### src/rtl/text_overlay_pkg.sv
// Shared definitions for the text tile overlay: cell entry layout, geometry and FSM states.
package text_overlay_pkg;

    localparam int ENTRY_W   = 11;
    localparam int CHAR_MSB  = 6;
    localparam int RGB_LSB   = 7;
    localparam int BLINK_BIT = 10;

    localparam logic [ENTRY_W-1:0] BLANK_ENTRY = 11'h000;
    localparam logic [2:0]         BG_RGB      = 3'b111;

    localparam int CELL_W_LOG2 = 4;
    localparam int CELL_H_LOG2 = 5;

    typedef enum logic {
        ST_IDLE  = 1'b0,
        ST_CLEAR = 1'b1
    } state_t;

endpackage

### src/rtl/font_rom.sv
// 8x16 character generator ROM with registered output; addr = {char, glyph_row}, MSB is leftmost pixel.
module font_rom (
    input  logic        clk,
    input  logic [10:0] addr,
    output logic [7:0]  data
);

    logic [7:0] rom_word;

    always_comb begin
        rom_word = 8'h00;
        case (addr)
            11'h412: rom_word = 8'h10;
            11'h413: rom_word = 8'h38;
            11'h414: rom_word = 8'h6c;
            11'h415: rom_word = 8'hc6;
            11'h416: rom_word = 8'hc6;
            11'h417: rom_word = 8'hfe;
            11'h418: rom_word = 8'hc6;
            11'h419: rom_word = 8'hc6;
            11'h41a: rom_word = 8'hc6;
            11'h41b: rom_word = 8'hc6;
            default: rom_word = 8'h00;
        endcase
    end

    always_ff @(posedge clk) begin
        data <= rom_word;
    end

endmodule

### src/rtl/text_tile_ram.sv
// Simple dual-port tile buffer: one write port, one registered read-first read port.
module text_tile_ram #(
    parameter int DEPTH = 240,
    parameter int AW    = 8,
    parameter int W     = 11
) (
    input  logic          clk,
    input  logic          we_i,
    input  logic [AW-1:0] waddr_i,
    input  logic [W-1:0]  wdata_i,
    input  logic [AW-1:0] raddr_i,
    output logic [W-1:0]  rdata_o
);

    logic [W-1:0] mem [DEPTH];

    always_ff @(posedge clk) begin
        if (we_i) begin
            mem[waddr_i] <= wdata_i;
        end
        rdata_o <= mem[raddr_i];
    end

endmodule

### src/rtl/text_tile_overlay.sv
// RAM-backed character overlay for the VGA pixel path with per-cell colour.
// Optional blink attribute enabled by defining TEXT_OVERLAY_BLINK_EN.
module text_tile_overlay
    import text_overlay_pkg::*;
#(
    parameter int COLS         = 16,
    parameter int ROWS         = 15,
    parameter int BLINK_FRAMES = 30
) (
    input  logic         clk,
    input  logic         reset,
    input  logic [9:0]   pix_x,
    input  logic [9:0]   pix_y,
    input  logic         frame_tick,
    input  logic         wr_valid,
    output logic         wr_ready,
    input  logic [3:0]   wr_row,
    input  logic [5:0]   wr_col,
    input  logic [10:0]  wr_data,
    input  logic         clear_req,
    output logic         clear_busy,
    output logic         text_on,
    output logic [2:0]   text_rgb
);

    localparam int CELLS = ROWS * COLS;
    localparam int AW    = (CELLS > 1) ? $clog2(CELLS) : 1;

    state_t        state_q, state_d;
    logic [AW-1:0] clr_idx_q, clr_idx_d;

    always_ff @(posedge clk) begin
        if (reset) begin
            state_q   <= ST_CLEAR;
            clr_idx_q <= '0;
        end else begin
            state_q   <= state_d;
            clr_idx_q <= clr_idx_d;
        end
    end

    always_comb begin
        state_d   = state_q;
        clr_idx_d = clr_idx_q;
        case (state_q)
            ST_IDLE: begin
                if (clear_req) begin
                    state_d   = ST_CLEAR;
                    clr_idx_d = '0;
                end
            end
            ST_CLEAR: begin
                if (clr_idx_q == AW'(CELLS - 1)) begin
                    state_d   = ST_IDLE;
                    clr_idx_d = '0;
                end else begin
                    clr_idx_d = clr_idx_q + 1'b1;
                end
            end
            default: state_d = ST_CLEAR;
        endcase
    end

    assign wr_ready   = (state_q == ST_IDLE);
    assign clear_busy = (state_q == ST_CLEAR);

    // Out-of-range writes still complete the handshake but never reach the RAM.
    logic               wr_in_range;
    logic [AW-1:0]      wr_addr;
    logic [ENTRY_W-1:0] wr_entry;
    logic               ram_we;
    logic [AW-1:0]      ram_waddr;
    logic [ENTRY_W-1:0] ram_wdata;

    assign wr_in_range = (int'(wr_row) < ROWS) && (int'(wr_col) < COLS);
    assign wr_addr     = AW'(int'(wr_row) * COLS + int'(wr_col));
`ifdef TEXT_OVERLAY_BLINK_EN
    assign wr_entry    = wr_data;
`else
    assign wr_entry    = {1'b0, wr_data[BLINK_BIT-1:0]};
`endif
    assign ram_we    = clear_busy || (wr_valid && wr_ready && wr_in_range);
    assign ram_waddr = clear_busy ? clr_idx_q : wr_addr;
    assign ram_wdata = clear_busy ? BLANK_ENTRY : wr_entry;

    logic [5:0]         cell_col;
    logic [4:0]         cell_row;
    logic               in_window;
    logic [AW-1:0]      rd_addr;
    logic [ENTRY_W-1:0] rd_entry;

    assign cell_col  = pix_x[9:CELL_W_LOG2];
    assign cell_row  = pix_y[9:CELL_H_LOG2];
    assign in_window = (int'(cell_col) < COLS) && (int'(cell_row) < ROWS);
    assign rd_addr   = AW'(int'(cell_row) * COLS + int'(cell_col));

    text_tile_ram #(
        .DEPTH (CELLS),
        .AW    (AW),
        .W     (ENTRY_W)
    ) u_tile_ram (
        .clk     (clk),
        .we_i    (ram_we),
        .waddr_i (ram_waddr),
        .wdata_i (ram_wdata),
        .raddr_i (rd_addr),
        .rdata_o (rd_entry)
    );

    logic       win1_q;
    logic [2:0] gbit1_q;
    logic [3:0] grow1_q;
    logic       win2_q;
    logic [2:0] gbit2_q;
    logic [2:0] rgb2_q;
    logic       vis2_q;
    logic       visible;
    logic [7:0] font_word;

    font_rom u_font_rom (
        .clk  (clk),
        .addr ({rd_entry[CHAR_MSB:0], grow1_q}),
        .data (font_word)
    );

    // Stage 2 registers line up with font_word, which the ROM registers on the same edge.
    always_ff @(posedge clk) begin
        if (reset) begin
            win1_q  <= 1'b0;
            gbit1_q <= '0;
            grow1_q <= '0;
            win2_q  <= 1'b0;
            gbit2_q <= '0;
            rgb2_q  <= BG_RGB;
            vis2_q  <= 1'b0;
        end else begin
            win1_q  <= in_window;
            gbit1_q <= pix_x[3:1];
            grow1_q <= pix_y[4:1];
            win2_q  <= win1_q;
            gbit2_q <= gbit1_q;
            rgb2_q  <= rd_entry[RGB_LSB +: 3];
            vis2_q  <= visible;
        end
    end

    assign text_on  = win2_q;
    assign text_rgb = (win2_q && vis2_q && font_word[~gbit2_q]) ? rgb2_q : BG_RGB;

`ifdef TEXT_OVERLAY_BLINK_EN
    localparam int FW = (BLINK_FRAMES > 1) ? $clog2(BLINK_FRAMES) : 1;

    logic [FW-1:0] frame_cnt_q;
    logic          phase_q;

    always_ff @(posedge clk) begin
        if (reset) begin
            frame_cnt_q <= '0;
            phase_q     <= 1'b1;
        end else if (frame_tick) begin
            if (frame_cnt_q == FW'(BLINK_FRAMES - 1)) begin
                frame_cnt_q <= '0;
                phase_q     <= ~phase_q;
            end else begin
                frame_cnt_q <= frame_cnt_q + 1'b1;
            end
        end
    end

    assign visible = !rd_entry[BLINK_BIT] || phase_q;
`else
    logic unused_blink;
    assign unused_blink = ^{frame_tick, wr_data[BLINK_BIT], rd_entry[BLINK_BIT]};
    assign visible      = 1'b1;
`endif

    logic unused_pix;
    assign unused_pix = ^{pix_x[0], pix_y[0]};

endmodule

### config.mk
export PLATFORM = sky130hd
export DESIGN_NAME = text_tile_overlay
export DESIGN_NICKNAME = d
export VERILOG_FILES = /design/src/rtl/text_overlay_pkg.sv /design/src/rtl/font_rom.sv /design/src/rtl/text_tile_ram.sv /design/src/rtl/text_tile_overlay.sv
export SDC_FILE = /design/constraint.sdc
export NUM_CORES = 2
export LEC_CHECK = 0
export BUFFER_PORTS_ARGS = -buffer_cell sky130_fd_sc_hd__buf_2
export CAP_MARGIN = 5
export CELL_PAD_IN_SITES_DETAIL_PLACEMENT = 1
export CELL_PAD_IN_SITES_GLOBAL_PLACEMENT = 2
export CORE_MARGIN = 10
export CORE_UTILIZATION = 51
export DETAILED_ROUTE_END_ITERATION = 6
export MAX_ROUTING_LAYER = met4
export PLACE_DENSITY_LB_ADDON = 0.08
export SYNTH_ARGS = -nofsm -noshare
export SYNTH_HDL_FRONTEND = slang
export SYNTH_HIERARCHICAL = 1
export SYNTH_SLANG_ARGS = --single-unit
### constraint.sdc
create_clock -name clk -period 10.9 [get_ports clk]
set_clock_uncertainty 0.15 [all_clocks]
set_input_delay 1.635 -clock clk [delete_from_list [all_inputs] [get_ports clk]]
set_output_delay 1.635 -clock clk [all_outputs]
set_load 0.03 [all_outputs]
* Word level (Yosys, flattened, before mapping)
Memory sizes are Yosys's and may differ from the RTL's. A register that Yosys moved wholly into a read port is not among the register bits.
Cells that the tools add are included.
W data, S select, Z words.
** Cells by class
- $add $sub $neg :: 3
- Multipliers :: 0
- Divide/modulo/power cells :: 0
- Magnitude comparators :: 5
- Equal/unequal tests :: 12
- Shifts and indexed selects :: 0
- Muxes and demuxes :: 15
- Bitwise operators :: 2
- Reduce and logical (&&, ||, !) cells :: 8
** Operators with widths (number)
- $eq A11 B11 Y1 const B :: 10
- $pmux W8 S5 :: 1
- $mux W8 :: 3
- $add A8 B6 Y8 :: 2
- $pmux W8 S2 :: 1
- $lt A6 B5 Y1 const B :: 2
- $mux W10 :: 1
- $add A8 B1 Y8 const B :: 1
- $eq A8 B8 Y1 const B :: 1
- $logic_and A1 B1 Y1 :: 6
- $mux W1 :: 6
- $reduce_or A6 Y1 :: 1
- $lt A5 B4 Y1 const B :: 1
- $lt A3 B4 Y1 const B :: 1
- $lt A4 B4 Y1 const B :: 1
- $bmux W1 S3 :: 1
- $mux W3 :: 1
- $not A3 Y3 :: 1
- $ne A2 B1 Y1 const B :: 1
- $pmux W1 S2 :: 1
- $logic_or A1 B1 Y1 :: 1
- $not A1 Y1 :: 1
** Word-level totals
- Bits in registers :: 33
- Latch bits :: 0
- Memory bits (writable) :: 2400
- ROM bits :: 0
- Bits of input ports :: 46
- Output and inout port bits :: 6
- Logic and storage cells :: 56
- Memories :: 1
** Memory list
- u_tile_ram.mem :: depth 240, width 10, read ports 1, clocked after Yosys merged registers in 1, write ports 1, RTL line text_tile_ram.sv:15 : logic [W-1:0] mem [DEPTH];

* Longest topological paths before layout
- Depth in word-level cells :: 6
- Gate-level depth with buffers :: 13
- Mapped depth without buffers :: 10

* Modules after synthesis
Netlist, hierarchy kept.
** By module, submodules not included
- text_tile_ram :: instances 1, cells an instance 4689, area an instance 102507.1 µm², seq. area each 79496.2 µm²
- text_tile_overlay :: instances 1, cells an instance 143, area an instance 1300.0 µm², seq. area each 500.5 µm²
- font_rom :: instances 1, cells an instance 24, area an instance 220.2 µm², seq. area each 80.1 µm²

* Least setup slack after synthesis
Ideal clock, no wire load.
- Kind :: in2reg
- Start point :: input wr_data[4]
- End point :: memory u_tile_ram/mem[0][4] in the netlist's numbering, data pin
- Setup time :: 1.369 ns
- Data arrival time :: 7.401 ns
- Data required time :: 9.381 ns
- Path slack :: 1.980 ns
- Cell stages on the path :: 1
- Buffers on the path :: 0
- Path through :: nor2b_1
** On the way
- Longest elaborated chain between the ends :: 1
** Ends and longest elaborated chain
- start, declared :: RTL line text_tile_overlay.sv:19 : input logic [10:0] wr_data,
- $mux W10 :: RTL line text_tile_overlay.sv:84 : assign ram_wdata = clear_busy ? BLANK_ENTRY : wr_entry;
- end, declared :: RTL line text_tile_ram.sv:15
Every way passes these cells.

* Worst setup path in the final report
- Start point :: input pix_x[4]
- End point :: register u_tile_ram.rdata_o[7], read port of u_tile_ram.mem
** On the way
- Longest elaborated chain between the ends :: 1
** Ends and longest elaborated chain
- start, declared :: RTL line text_tile_overlay.sv:12 : input logic [9:0] pix_x,
- $add A8 B6 Y8 :: RTL line text_tile_overlay.sv:95 : assign rd_addr = AW'(int'(cell_row) * COLS + int'(cell_col));
- end, declared :: RTL line text_tile_ram.sv:12 : output logic [W-1:0] rdata_o
Every way passes these cells.
A chain may end at the register's enable or synchronous reset.

==> summary.md <==
| Metric | Value |
|---|---|
| Status | `completed` |
| Final std cells w/o fill | `7,337` |
| DR DRC count | `0` |
| Clk_lat worst skew | `between 0.9 and 1 ns` |
| Initial antenna violation count | `11` |
| Relative slew slack | `8.55%` |
| Critical Path Fanout Max | `80` |
| CTS tree | `yes` |
| Final period util | `roughly 53%` |
| Crit-path most repeated cell | `buf_4` |
| Count of pins over their slew limit | `0` |
| Hold Vio Cnt, Final | `0` |
| # Post-CTS Setup Buffers | `0` |
| Mean post-synth cell area | `21.2 um2` |
| Final #Nets | `4,735` |
| First-pass GRT wire length | `slightly below 400,000 um` |
| Worst min path class | `reg2reg` |
| Die width | `452 um` |
| 1st-iter DRT viols | `a little over 6k` |
| Crit path largest cell delay | `1.10 ns` |
| Die area | `204,000 um2` |
| Net Count, Synth | `4,544` |
| Synthesis Warnings | `6` |
| Clock-pin slew on the worst setup and hold paths | `0.06 ns` |
| Rows | `158` |
| MaxCap Viol Count | `0` |
| H-tree levels | `5` |
| Share of cells above drive strength 1 | `24.4%` |
| Synthesized area | `95,000 um2` |
| RSZ-0062 raised after global routing | `no` |
| GRT Residual Overflow | `0` |
| Clk sink count | `2,439` |
| CTS hold repair buffers | `0` |
| Leakage | `33.8 nW` |
| Area growth from synthesis to layout | `11.5%` |
| Initial Util | `51.2%` |
| IO Count | `52` |
| Mapped Cells | `4,491` |
| Minimum clock period | `5.81 ns` |
| Via count | `47.7k` |
| Max clock buf depth | `4` |
| Placed insts | `slightly below 7k` |
| WS Path Type | `in2reg` |
| Data arrival, critical path | `~6.4 ns` |
| Worst slew pin tran | `1.37 ns` |
| CP endpoint kind | `flop` |
| Worst VDD drop | `154 uV` |
| Die Y | `between 400 and 500 um` |
| Startpoint types | `input pin` |
| Drt pass-1 iters | `6` |
| GRT Util Overall | `27.7%` |
| Fmax | `172 MHz` |
| # port buffers | `47` |
| Pwr dens | `184 nW/um2` |
| Vias in the first global route | `just under 50k` |
| Routability cong. | `0.827` |
| WP buf/inv | `4` |
| Final WL | `276,000 um` |
| Wire length per cell | `37.6 um` |
| Drt via density | `6.50` |
| Post-DP HPWL | `167,000 um` |
| Post-route ant nets | `0` |
| Total CTS buffers | `approximately 270` |
| Setup TNS | `0 ns` |
| Top Family by Delay on Critical Path | `compound AO/OA/AOI/OAI gates` |
| Largest net degree at the start of global routing | `between 150 and 200` |
| Root buf cell | `clkbuf_16` |
| Endpoints failing setup | `0` |
| Cell Chain, Critical Path | `buf_8 -> buf_4 -> buf_12 -> mux4_2 -> a22oi_1 -> a21oi_1 -> a2111oi_1 -> buf_4 -> a32oi_1 -> o31a_1` |
| Required time worst endpoint | `11.48 ns` |
| Post-cts resize count | `0` |
| Slowest cell on the critical path | `a2111oi_1` |
| Commonest cells after routing, fill and taps aside | `2,400 x edfxtp_1, 595 x mux4_2, 285 x nor2_1` |
| Most common cell after layout, fill and taps aside | `edfxtp_1` |
| Core Footprint | `roughly 190,000 um2` |
| Design Power | `19.5 mW` |
-- registers in the layout, indices dropped and copies added (netlist names) --
name	count
clear_busy	1
clr_idx_q	8
gbit1_q	3
gbit2_q	3
grow1_q	4
rgb2_q	3
text_on	1
u_font_rom/data	4
u_tile_ram/mem	2400
u_tile_ram/rdata_o	10
vis2_q	1
win1_q	1
-- layout make-up --
cell class	count	area, um2
fillers	15700	79500
flip-flops and latches	2439	72900
multi-input cells	1748	20500
clock buffers	337	7260
well taps	2480	3100
repair buffers	200	1550
clock inverters	105	563
inverters	19	77.6
diodes	9	22.5
-- stage by stage --
step | setup WS [ns] | area (um2) | util (%) | hold WS (ns)
global placement | 4.04 | 98100 | 52.9 | 0.273
CTS | 4.97 | 106000 | 57.1 | 0.284
detailed placement | 4.05 | 98100 | 52.9 | 0.275
floorplan | 1.98 | 95000 | - | 0.239
global route | 4.83 | 106000 | 57.1 | 0.298
finish | 5.09 | 106000 | 57.1 | 0.283
-- power by group --
part | switching, mW | total (mW) | internal, mW | leakage (nW)
logic | 0.665 | 1.02 | 0.354 | 7.38
registers | 0.0197 | 10.2 | 10.2 | 22.6
clock network | 3.55 | 8.32 | 4.77 | 3.84
total | 4.23 | 19.5 | 15.3 | 33.8
-- worst register-to-register path: cells and delay by family (launching register included) --
family	cells	cell delay (ns)
buffers and inverters	2	0.66
DFF	1	0.88
and+or+nand+nor	4	3.11
AOI/OAI and AO/OA	1	0.12
-- final timing paths --
| kind | startpoint | to | slack (ns) | depth (start not counted) |
|---|---|---|---|---|
| worst max-delay path | pix_x[4] | u_tile_ram/rdata_o[7]$_DFF_P_ | 5.09 | 10 |
| worst min-delay path | gbit1_q[0]$_SDFF_PP0_ | gbit2_q[0]$_SDFF_PP0_ | 0.28 | 1 |
| worst max register to register | clear_busy$_SDFF_PP1_ | u_tile_ram/mem[139][7]$_DFFE_PP_ | 5.59 | 7 |
| worst min register to register | gbit1_q[0]$_SDFF_PP0_ | gbit2_q[0]$_SDFF_PP0_ | 0.28 | 1 |
-- metal layers --
metal	track usage (%)	wire, um	vias to the layer above	share of wire (%)
met5	-	0	-	0
met4	7.75	8320	0	3.0
met3	4.33	21200	442	7.7
met2	43.5	135000	2184	49
met1	38.0	111000	26000	40
li1	-	-	19000	-
No activity file was read; power rests on OpenSTA's default activity.
